$ cat src/rtl/pkt_proc_sequencer_pkg.sv
// Shared definitions for the packet store/process/forward sequencer: state encodings
// and the software-visible register bit positions used by the generic_regs mapping.
package pkt_proc_sequencer_pkg;

    typedef enum logic [1:0] {
        ST_IDLE  = 2'b00,
        ST_FILL  = 2'b01,
        ST_PROC  = 2'b10,
        ST_DRAIN = 2'b11
    } seq_state_e;

    // Control register bits (software writes)
    localparam int REG_CTRL_ENABLE_BIT = 0;
    localparam int REG_CTRL_FLUSH_BIT  = 1;
    // Status register field holding seq_state
    localparam int REG_STAT_STATE_LSB  = 0;
    localparam int REG_STAT_STATE_MSB  = 1;

    // FIFO read side is open while idle (pass-through) and while draining
    function automatic logic st_drains(input seq_state_e s);
        return (s == ST_IDLE) || (s == ST_DRAIN);
    endfunction

    // Upstream is held off from processing start until the packet has left
    function automatic logic st_stalls(input seq_state_e s);
        return (s == ST_PROC) || (s == ST_DRAIN);
    endfunction

endpackage

$ cat src/rtl/proc_watchdog.sv
// Processing watchdog: counts cycles while enabled, clears on demand, and flags the
// cycle on which the count reaches WDOG_CYCLES-1.
module proc_watchdog #(
    parameter int WDOG_W      = 16,
    parameter int WDOG_CYCLES = 4096
) (
    input  logic clk,
    input  logic reset_n,
    input  logic i_clr,
    input  logic i_en,
    output logic o_expire
);

    localparam logic [WDOG_W-1:0] LIMIT = WDOG_W'(WDOG_CYCLES - 1);

    logic [WDOG_W-1:0] r_cnt;

    always_ff @(posedge clk or negedge reset_n) begin
        if (!reset_n) begin
            r_cnt <= '0;
        end else if (i_clr) begin
            r_cnt <= '0;
        end else if (i_en && (r_cnt != LIMIT)) begin
            r_cnt <= r_cnt + 1'b1;
        end
    end

    assign o_expire = i_en && (r_cnt == LIMIT);

endmodule

$ cat src/rtl/pkt_proc_sequencer.sv
// Store-process-forward sequencer around the packet FIFO and the RISC-V core.
// Optional processing watchdog enabled by defining PKT_SEQ_WATCHDOG_EN.
module pkt_proc_sequencer
    import pkt_proc_sequencer_pkg::*;
#(
    parameter int CNT_W       = 16,
    parameter int WDOG_W      = 16,
    parameter int WDOG_CYCLES = 4096
) (
    input  logic             clk,
    input  logic             reset_n,
    input  logic             sw_enable,
    input  logic             sw_flush,
    input  logic             in_wr,
    input  logic             in_sop,
    input  logic             in_eop,
    input  logic             cpu_done,
    input  logic             out_wr,
    input  logic             out_eop,
    output logic             cpu_en,
    output logic             ingress_stall,
    output logic             drain_en,
    output logic             fifo_flush,
    output logic [1:0]       seq_state,
    output logic [CNT_W-1:0] pkt_len,
    output logic [CNT_W-1:0] pkt_done_cnt,
    output logic [CNT_W-1:0] timeout_cnt
);

    seq_state_e       r_state, w_next;
    logic             r_flush_d, w_flush_rise;
    logic             r_cpu_en, r_stall, r_drain, r_fifo_flush;
    logic [CNT_W-1:0] r_wcnt, w_wcnt_inc, w_wcnt_next;
    logic [CNT_W-1:0] r_pkt_len, r_done_cnt, r_tmo_cnt;
    logic             w_len_ld, w_done_inc, w_tmo_inc;
    logic             w_wdog_expire;

    assign w_flush_rise = sw_flush && !r_flush_d;
    assign w_wcnt_inc   = (&r_wcnt) ? r_wcnt : r_wcnt + 1'b1;

`ifdef PKT_SEQ_WATCHDOG_EN
    proc_watchdog #(
        .WDOG_W      (WDOG_W),
        .WDOG_CYCLES (WDOG_CYCLES)
    ) u_wdog (
        .clk      (clk),
        .reset_n  (reset_n),
        .i_clr    (r_state != ST_PROC),
        .i_en     (r_state == ST_PROC),
        .o_expire (w_wdog_expire)
    );
`else
    // No watchdog: the expression is constant 0 for any legal configuration
    assign w_wdog_expire = (WDOG_CYCLES == 0) && (WDOG_W == 0);
`endif

    always_ff @(posedge clk or negedge reset_n) begin
        if (!reset_n) begin
            r_state <= ST_IDLE;
        end else begin
            r_state <= w_next;
        end
    end

    always_comb begin
        w_next      = r_state;
        w_wcnt_next = r_wcnt;
        w_len_ld    = 1'b0;
        w_done_inc  = 1'b0;
        w_tmo_inc   = 1'b0;
        case (r_state)
            ST_IDLE: begin
                if (in_wr && in_sop && sw_enable) begin
                    w_wcnt_next = CNT_W'(1);
                    if (in_eop) begin
                        w_next   = ST_PROC;
                        w_len_ld = 1'b1;
                    end else begin
                        w_next = ST_FILL;
                    end
                end
            end
            ST_FILL: begin
                if (in_wr) begin
                    w_wcnt_next = w_wcnt_inc;
                    if (in_eop) begin
                        w_next   = ST_PROC;
                        w_len_ld = 1'b1;
                    end
                end
            end
            ST_PROC: begin
                // cpu_done on the expiry cycle is a normal completion
                if (cpu_done) begin
                    w_next = ST_DRAIN;
                end else if (w_wdog_expire) begin
                    w_next    = ST_DRAIN;
                    w_tmo_inc = 1'b1;
                end
            end
            ST_DRAIN: begin
                if (out_wr && out_eop) begin
                    w_next     = ST_IDLE;
                    w_done_inc = 1'b1;
                end
            end
            default: w_next = ST_IDLE;
        endcase
        if (w_flush_rise) begin
            w_next      = ST_IDLE;
            w_wcnt_next = r_wcnt;
            w_len_ld    = 1'b0;
            w_done_inc  = 1'b0;
            w_tmo_inc   = 1'b0;
        end
    end

    // Outputs are registered from the next state so they line up with seq_state
    always_ff @(posedge clk or negedge reset_n) begin
        if (!reset_n) begin
            r_flush_d    <= 1'b0;
            r_cpu_en     <= 1'b0;
            r_stall      <= 1'b0;
            r_drain      <= 1'b1;
            r_fifo_flush <= 1'b0;
        end else begin
            r_flush_d    <= sw_flush;
            r_cpu_en     <= (w_next == ST_PROC);
            r_stall      <= st_stalls(w_next);
            r_drain      <= st_drains(w_next);
            r_fifo_flush <= w_flush_rise;
        end
    end

    always_ff @(posedge clk or negedge reset_n) begin
        if (!reset_n) begin
            r_wcnt     <= '0;
            r_pkt_len  <= '0;
            r_done_cnt <= '0;
            r_tmo_cnt  <= '0;
        end else begin
            r_wcnt <= w_wcnt_next;
            if (w_len_ld) begin
                r_pkt_len <= w_wcnt_next;
            end
            if (w_done_inc) begin
                r_done_cnt <= r_done_cnt + 1'b1;
            end
            if (w_tmo_inc) begin
                r_tmo_cnt <= r_tmo_cnt + 1'b1;
            end
        end
    end

    assign cpu_en        = r_cpu_en;
    assign ingress_stall = r_stall;
    assign drain_en      = r_drain;
    assign fifo_flush    = r_fifo_flush;
    assign seq_state     = r_state;
    assign pkt_len       = r_pkt_len;
    assign pkt_done_cnt  = r_done_cnt;
    assign timeout_cnt   = r_tmo_cnt;

endmodule

$ cat config.mk
export PLATFORM = sky130hd
export DESIGN_NAME = pkt_proc_sequencer
export DESIGN_NICKNAME = d
export VERILOG_FILES = /design/src/rtl/pkt_proc_sequencer_pkg.sv /design/src/rtl/proc_watchdog.sv /design/src/rtl/pkt_proc_sequencer.sv
export SDC_FILE = /design/constraint.sdc
export NUM_CORES = 1
export LEC_CHECK = 0
export ABC_AREA = 1
export CORE_MARGIN = 1.5
export CORE_UTILIZATION = 52
export DETAILED_ROUTE_END_ITERATION = 10
export PLACE_DENSITY = 0.81
export RECOVER_POWER = 25
export SETUP_SLACK_MARGIN = 0.3
export SLEW_MARGIN = 30
export SYNTH_ARGS = -nofsm -noshare
export SYNTH_HDL_FRONTEND = slang
export SYNTH_SLANG_ARGS = --single-unit
$ cat constraint.sdc
create_clock -name clk -period 2.1 [get_ports clk]
set_input_delay 0.42 -clock clk [delete_from_list [all_inputs] [get_ports clk]]
set_output_delay 0.42 -clock clk [all_outputs]
set_load 0.05 [all_outputs]
==> flow_summary.toml, run 1 <==
[drt]
drt_first_pass_iters = 4
wire_per_inst_um = 13.26
drt-vias-per-instance = 5.088
finalWirelength_mm = 7.200
drc = 0
drt-initial-drc-count = 255
antenna_violating_nets_post_route = 0
num_vias = 2763

[floorplan]
std_cell_rows = 28
dieWidth_um = 80.72
core_area_um2 = 5886
initial_core_utilization = 0.5336
io-pin-count = 64
die_y_um = 80.72
fp.dieArea_um2 = 6515

[power_and_ir_drop]
p_leak_nw = 2.090
power-per-cell-area_nw_per_um2 = 973.3
combinational_share_of_power = 0.452
seq_power_share = 0.385
power.internal_mw = 2.064
clkPwrFrac = 0.163
vdd_ir_drop_max_mv = 0.7448
net-switching-power_mw = 1.733
switching_share = 0.4564

[critical_path]
ff2ff_setup_slack_ns = 0.43
worst-endpoint-required_ns = 1.68
crit_arrival_ns = 1.33
critPathSlowestCell = "dfstp_2"
critPathTopFamily = "flip-flops"
setup.worst_path.class = "register to primary output"
cp_max_fo = 1
crit_buf_inv = 1
slowest_delay_ns = 0.53
worst_setup_sp_type = "register"
worstPathCellList = "clkdlybuf4s15_1"
critPathCaptureType = "primary output"

[sta]
fin_crit_ns = 1.748
finClkSkew_ns = 0.007677
final_hold_viol_count = 0
report.final.setup_viol = 0
grt_setup_unrepaired = "no"
fin_tns_setup_ns = 0
post-route-period-util = 0.8325
fmax_mhz = 572.0
timing_worst_slew_pin_value_ns = 0.7607
slew-limit-headroom = 0.4929
final-max-slew-violation-count = 0

[worst_hold_path]
hold_path.class = "input port to asynchronous set/reset pin"

[finish]
nFillCells = 515
final_layout_size_suffix_gt1_frac = 0.1731
multi_input_area_um2 = 1540
nets = 481
flow.area_growth_from_synthesis_pct = 24.22
num_antenna_cells = 0
flip_flop_and_latch_area_um2 = 1380
final_cell_area_um2 = 3901

[global_routing]
maximum_number_of_pins_on_one_net_before_global_route_repair = 35
grt_overflow = 0
grt_first_pass_wirelength_mm = 12.05
gr-usage-all-layers = 0.2401
via_count_of_the_first_global_routing_pass = 2714
antenna_found_initial = 0

[yosys]
synthMostInstantiatedCell = "nand2_1"
synth_top_area_share = 0.4303
synth.avg_cell_area_um2 = 7.951
largest_cells_by_area_after_synthesis = "dfrtp_1, nand2_1, nand3_1, inv_1, buf_4"
synth-edff-count = 0
syn-cell-area_um2 = 3141
yosys_warnings = 0
ys_dominant_reg_cell = "dfrtp_1"
synth-seq-area-share = 0.4386
synth_top_area_cell = "dfrtp_1"
synth_async_sr_flop_share = 1.000
yosys_register_bits = 55
commonest_cells_post_synth = "nand2_1, dfrtp_1, inv_1"
yosys.cell_types.count = 39
syn-instance-count = 395

[clocking]
hold_buffers = 0
clk_root_buffer_cell = "clkbuf_8"
tritoncts = "yes"
clk_latency_ns = 0.31
clk_transition_reported_paths_ns = 0.10
htreeDepth = 2
clockBufferDepth = 2
cts-buffers-inserted = 5
clock-sinks = 55

[placement]
port-buffer-count = 47
finalWeightedCongestion = 0.9623
placed_cell_area_um2 = 3705
dp.final_hpwl_mm = 5.037

[job]
max_cap_violations = 0

[status]
outcome = "completed"
## placed cells by master (no fill, tap or decap), types with 6 or more instances in the layout
cell | Yosys | layout
clkbuf_8 | 0 | 6
nand2_1 | 125 | 121
nand3_1 | 30 | 29
inv_1 | 38 | 34
nor2_2 | 4 | 6
conb_1 | 1 | 16
xnor2_1 | 8 | 8
a21oi_1 | 7 | 6
inv_2 | 3 | 6
xor2_1 | 8 | 8
o21ai_0 | 23 | 18
nor2_1 | 23 | 19
buf_4 | 18 | 22
nand2_2 | 4 | 8
dfrtp_1 | 54 | 52
dlygate4sd2_1 | 0 | 36
nand4_1 | 7 | 7
## what timing repair did
item / 4_1_cts / 5_1_grt
setup endpoints to repair: 39 / 33
pin swaps: 1 / 7
buffers inserted: 0 / 10
hold endpoints to repair: 0 / 0
resized for setup: 39 / 30
cloned: 0 / 1
## sequential cells by signal (all words and copies together) (netlist names)
name / flops
pkt_done_cnt: 16
pkt_len: 16
r_wcnt: 16
seq_state: 2
cpu_en: 1
drain_en: 1
fifo_flush: 1
ingress_stall: 1
r_flush_d: 1
## layer usage
metal / track usage / vias to the layer above / part of all wire
li1: - / 1372 / -
met3: 0.05455 / 12 / 0.059
met1: 0.3006 / 1306 / 0.43
met2: 0.4000 / 73 / 0.49
met5: 0 / - / 0
met4: 0.09828 / 0 / 0.018
## layout make-up
cell class / instances / area share
repair buffers: 74 / 0.1600
flip-flops and latches: 55 / 0.3538
well taps: 75 / 0.02405
inverters: 42 / 0.04201
multi-input cells: 289 / 0.3948
clock buffers: 6 / 0.02117
clock inverters: 2 / 0.004169
## power by group through the flow
stage / Clock (mW) / Combinational (mW) / Sequential [mW]
finish: 0.621 / 1.72 / 1.46
global route: 0.684 / 1.87 / 1.49
CTS: 0.639 / 1.63 / 1.46
detailed placement: 0 / 1.71 / 1.48
global placement: 0 / 1.67 / 1.48
floorplan: 0 / 0.795 / 1.86
## through the flow
step | power, mW | worst slack, ns | std cells | hold WS (ns) | utilization
finish | 3.797 | 0.3518 | 543 | 0.1667 | 0.6628
global route | 4.045 | 0.2926 | 543 | 0.2123 | 0.6628
CTS | 3.724 | 0.3038 | 532 | 0.1922 | 0.6382
detailed placement | 3.187 | -0.03571 | 524 | 0.4647 | 0.6295
global placement | 3.150 | 0.002197 | 524 | 0.4617 | 0.6295
floorplan | 2.659 | 0.3042 | 410 | 0.1244 | -
## path summary, 6_finish.rpt
check                                      start          endpoint  depth (start not counted)
worst max register to register         r_wcnt[0]        pkt_len[0]                         10
worst min-delay path                     reset_n       pkt_len[15]                          1
max in group asynchronous                reset_n   pkt_done_cnt[3]                          2
worst min register to register  pkt_done_cnt[15]  pkt_done_cnt[15]                          1
worst max-delay path                    drain_en          drain_en                          1
min in group clk                        sw_flush         r_flush_d                          1
## cells by family (layout without fill, tap and decap cells)
family	Yosys count	in the layout	share of synthesized area
AND/OR/NAND/NOR	208	209	0.3119
buffers and inverters	67	124	0.1080
flip-flops	55	55	0.4386
AO/OA/AOI/OAI	44	44	0.07968
XOR/XNOR	16	16	0.04462
adder cells (fa/ha/maj)	4	4	0.01594
other	1	16	0.001194
No activity file was read; power rests on OpenSTA's default activity.
==> inputs of run 2 (changes only) <==
CORE_UTILIZATION = 47   (was 52)
PLACE_DENSITY = 0.77   (was 0.81)
clock period = 1.6 ns   (was 2.1 ns; I/O delays follow)
==> flow_summary.toml, run 2 (synthesis gave the netlist of run 1 again) <==
[critical_path]
crit_arrival_ns = 1.93
setup.worst_path.class = "register to register"
cp_max_fo = 5
slowest_delay_ns = 0.49
worst-path-stages = 8
critPathCaptureType = "register"
r2r_cells = 8
worstPathCellList = "buf_6 -> nor2_4 -> inv_2 -> o22ai_2 -> o211ai_1 -> buf_4 -> ha_4 -> or2_4"
worst-endpoint-required_ns = 1.83
critPathTopFamily = "flip-flops"
worst_setup_sp_type = "register"
ff2ff_setup_slack_ns = -0.09
critPathSlowestCell = "dfrtp_2"
crit_buf_inv = 3

[sta]
grt_setup_unrepaired = "yes"
fin_tns_setup_ns = -1.079
slew-limit-headroom = 0.3360
report.final.setup_viol = 24
whs_ns = 0.3053
post-route-period-util = 1.058
fin_crit_ns = 1.693
layout_setup_ws_ns = -0.09344
finClkSkew_ns = 0.01375
final_hold_viol_count = 0
timing_worst_slew_pin_value_ns = 0.9960
final-max-slew-violation-count = 0
fmax_mhz = 590.5

[finish]
num_antenna_cells = 0
mostFrequentLayoutCell = "nand2_1"
layout.cells.most_common_list = "nand2_1, buf_4, dfrtp_1, buf_12, inv_1"
nets = 541
final_layout_size_suffix_gt1_frac = 0.4905
flow.area_growth_from_synthesis_pct = 65.22

[drt]
drc = 0
num_vias = 3377
drt-initial-drc-count = 279
drt_first_pass_iters = 5
drt-vias-per-instance = 5.582
wire_per_inst_um = 17.75
finalWirelength_mm = 10.74
antenna_violating_nets_post_route = 0

[global_routing]
gr-usage-all-layers = 0.2481
grt_overflow = 0
antenna_found_initial = 0
maximum_number_of_pins_on_one_net_before_global_route_repair = 40
grt_first_pass_wirelength_mm = 14.24
via_count_of_the_first_global_routing_pass = 3136

[worst_hold_path]
min_delay_path_depth = 1
hold_path.class = "input port to register"

[clocking]
htreeDepth = 2
clk_latency_ns = 0.34
clockBufferDepth = 2
cts-buffers-inserted = 5
clock-sinks = 55
clk_root_buffer_cell = "clkbuf_8"
clk_transition_reported_paths_ns = 0.11
tritoncts = "yes"

[power_and_ir_drop]
power-per-cell-area_nw_per_um2 = 1296
vdd_ir_drop_max_mv = 1.432
p_leak_nw = 2.527

[floorplan]
core_area_um2 = 6386
initial_core_utilization = 0.4918
std_cell_rows = 29
io-pin-count = 64
fp.dieArea_um2 = 7182
dieWidth_um = 84.75
die_y_um = 84.75

[placement]
port-buffer-count = 47
dp.final_hpwl_mm = 5.647
finalWeightedCongestion = 0.9304

[job]
max_cap_violations = 0

[status]
failing_checks = "setup timing"
outcome = "finished with violations"
-- run 2: repair_timing --
action,4_1_cts,5_1_grt
gates cloned,0,1
hold buffers,1,0
endpoints found under the hold margin,15,0
resized for setup,57,85
pin swaps,19,43
setup endpoints to repair,62,69
buffers inserted,14,24
-- run 2: final timing paths --
kind                         startpoint               to
max                        seq_state[1]    ingress_stall
min                            sw_flush        r_flush_d
min reg2reg                 pkt_len[10]      pkt_len[10]
min in group asynchronous       reset_n       pkt_len[3]
max in group asynchronous       reset_n  pkt_done_cnt[6]
max reg2reg                seq_state[1]    ingress_stall
-- run 2: report_power, final --
| group | internal [mW] | total (mW) | switching [mW] |
|---|---|---|---|
| Clock | 0.484 | 1.03 | 0.546 |
| Sequential | 1.68 | 1.98 | 0.302 |
| Combinational | 1.60 | 3.71 | 2.11 |
-- run 2: cell type report --
type	count	area [um2]
Clock buffer	5	68.82
Clock inverter	3	50.05
Fill cell	358	1197
Inverter	42	167.7
Multi-Input combinational cell	288	1906
Sequential cell	55	1395
Tap cell	77	96.34
Timing Repair Buffer	134	1500
Timing Repair inverter	1	5.005
-- run 2: worst reg2reg max path: cells and delay by family, from the launching register on --
| family | cells | cell delay [ns] |
|---|---|---|
| flops | 1 | 0.49 |
| buf+inv | 3 | 0.39 |
| compound gates | 2 | 0.23 |
| fa+ha+maj | 1 | 0.15 |
| simple gates | 2 | 0.33 |
-- run 2: layer usage --
| layer | GRT usage | wire, um | share of wire | up-vias |
|---|---|---|---|---|
| met1 | 0.3035 | 4018 | 0.37 | 1616 |
| met3 | 0.07080 | 714 | 0.066 | 75 |
| met2 | 0.4177 | 5385 | 0.50 | 196 |
| li1 | - | - | - | 1490 |
| met5 | 0 | 0 | 0 | - |
| met4 | 0.09091 | 619 | 0.058 | 0 |
-- run 2: metrics by stage --
stage | worst slack, ns | area (um2) | util | cells | total power [mW]
2_1_floorplan | -0.1091 | 3279 | - | 410 | 3.601
3_3_place_gp | -0.3131 | 4282 | 0.6705 | 557 | 4.704
3_5_place_dp | -0.3868 | 4282 | 0.6705 | 557 | 4.785
4_1_cts | 0.04672 | 4698 | 0.7357 | 580 | 6.158
5_1_grt | -0.1645 | 5189 | 0.8125 | 605 | 6.983
6_report | -0.09344 | 5189 | 0.8125 | 605 | 6.722
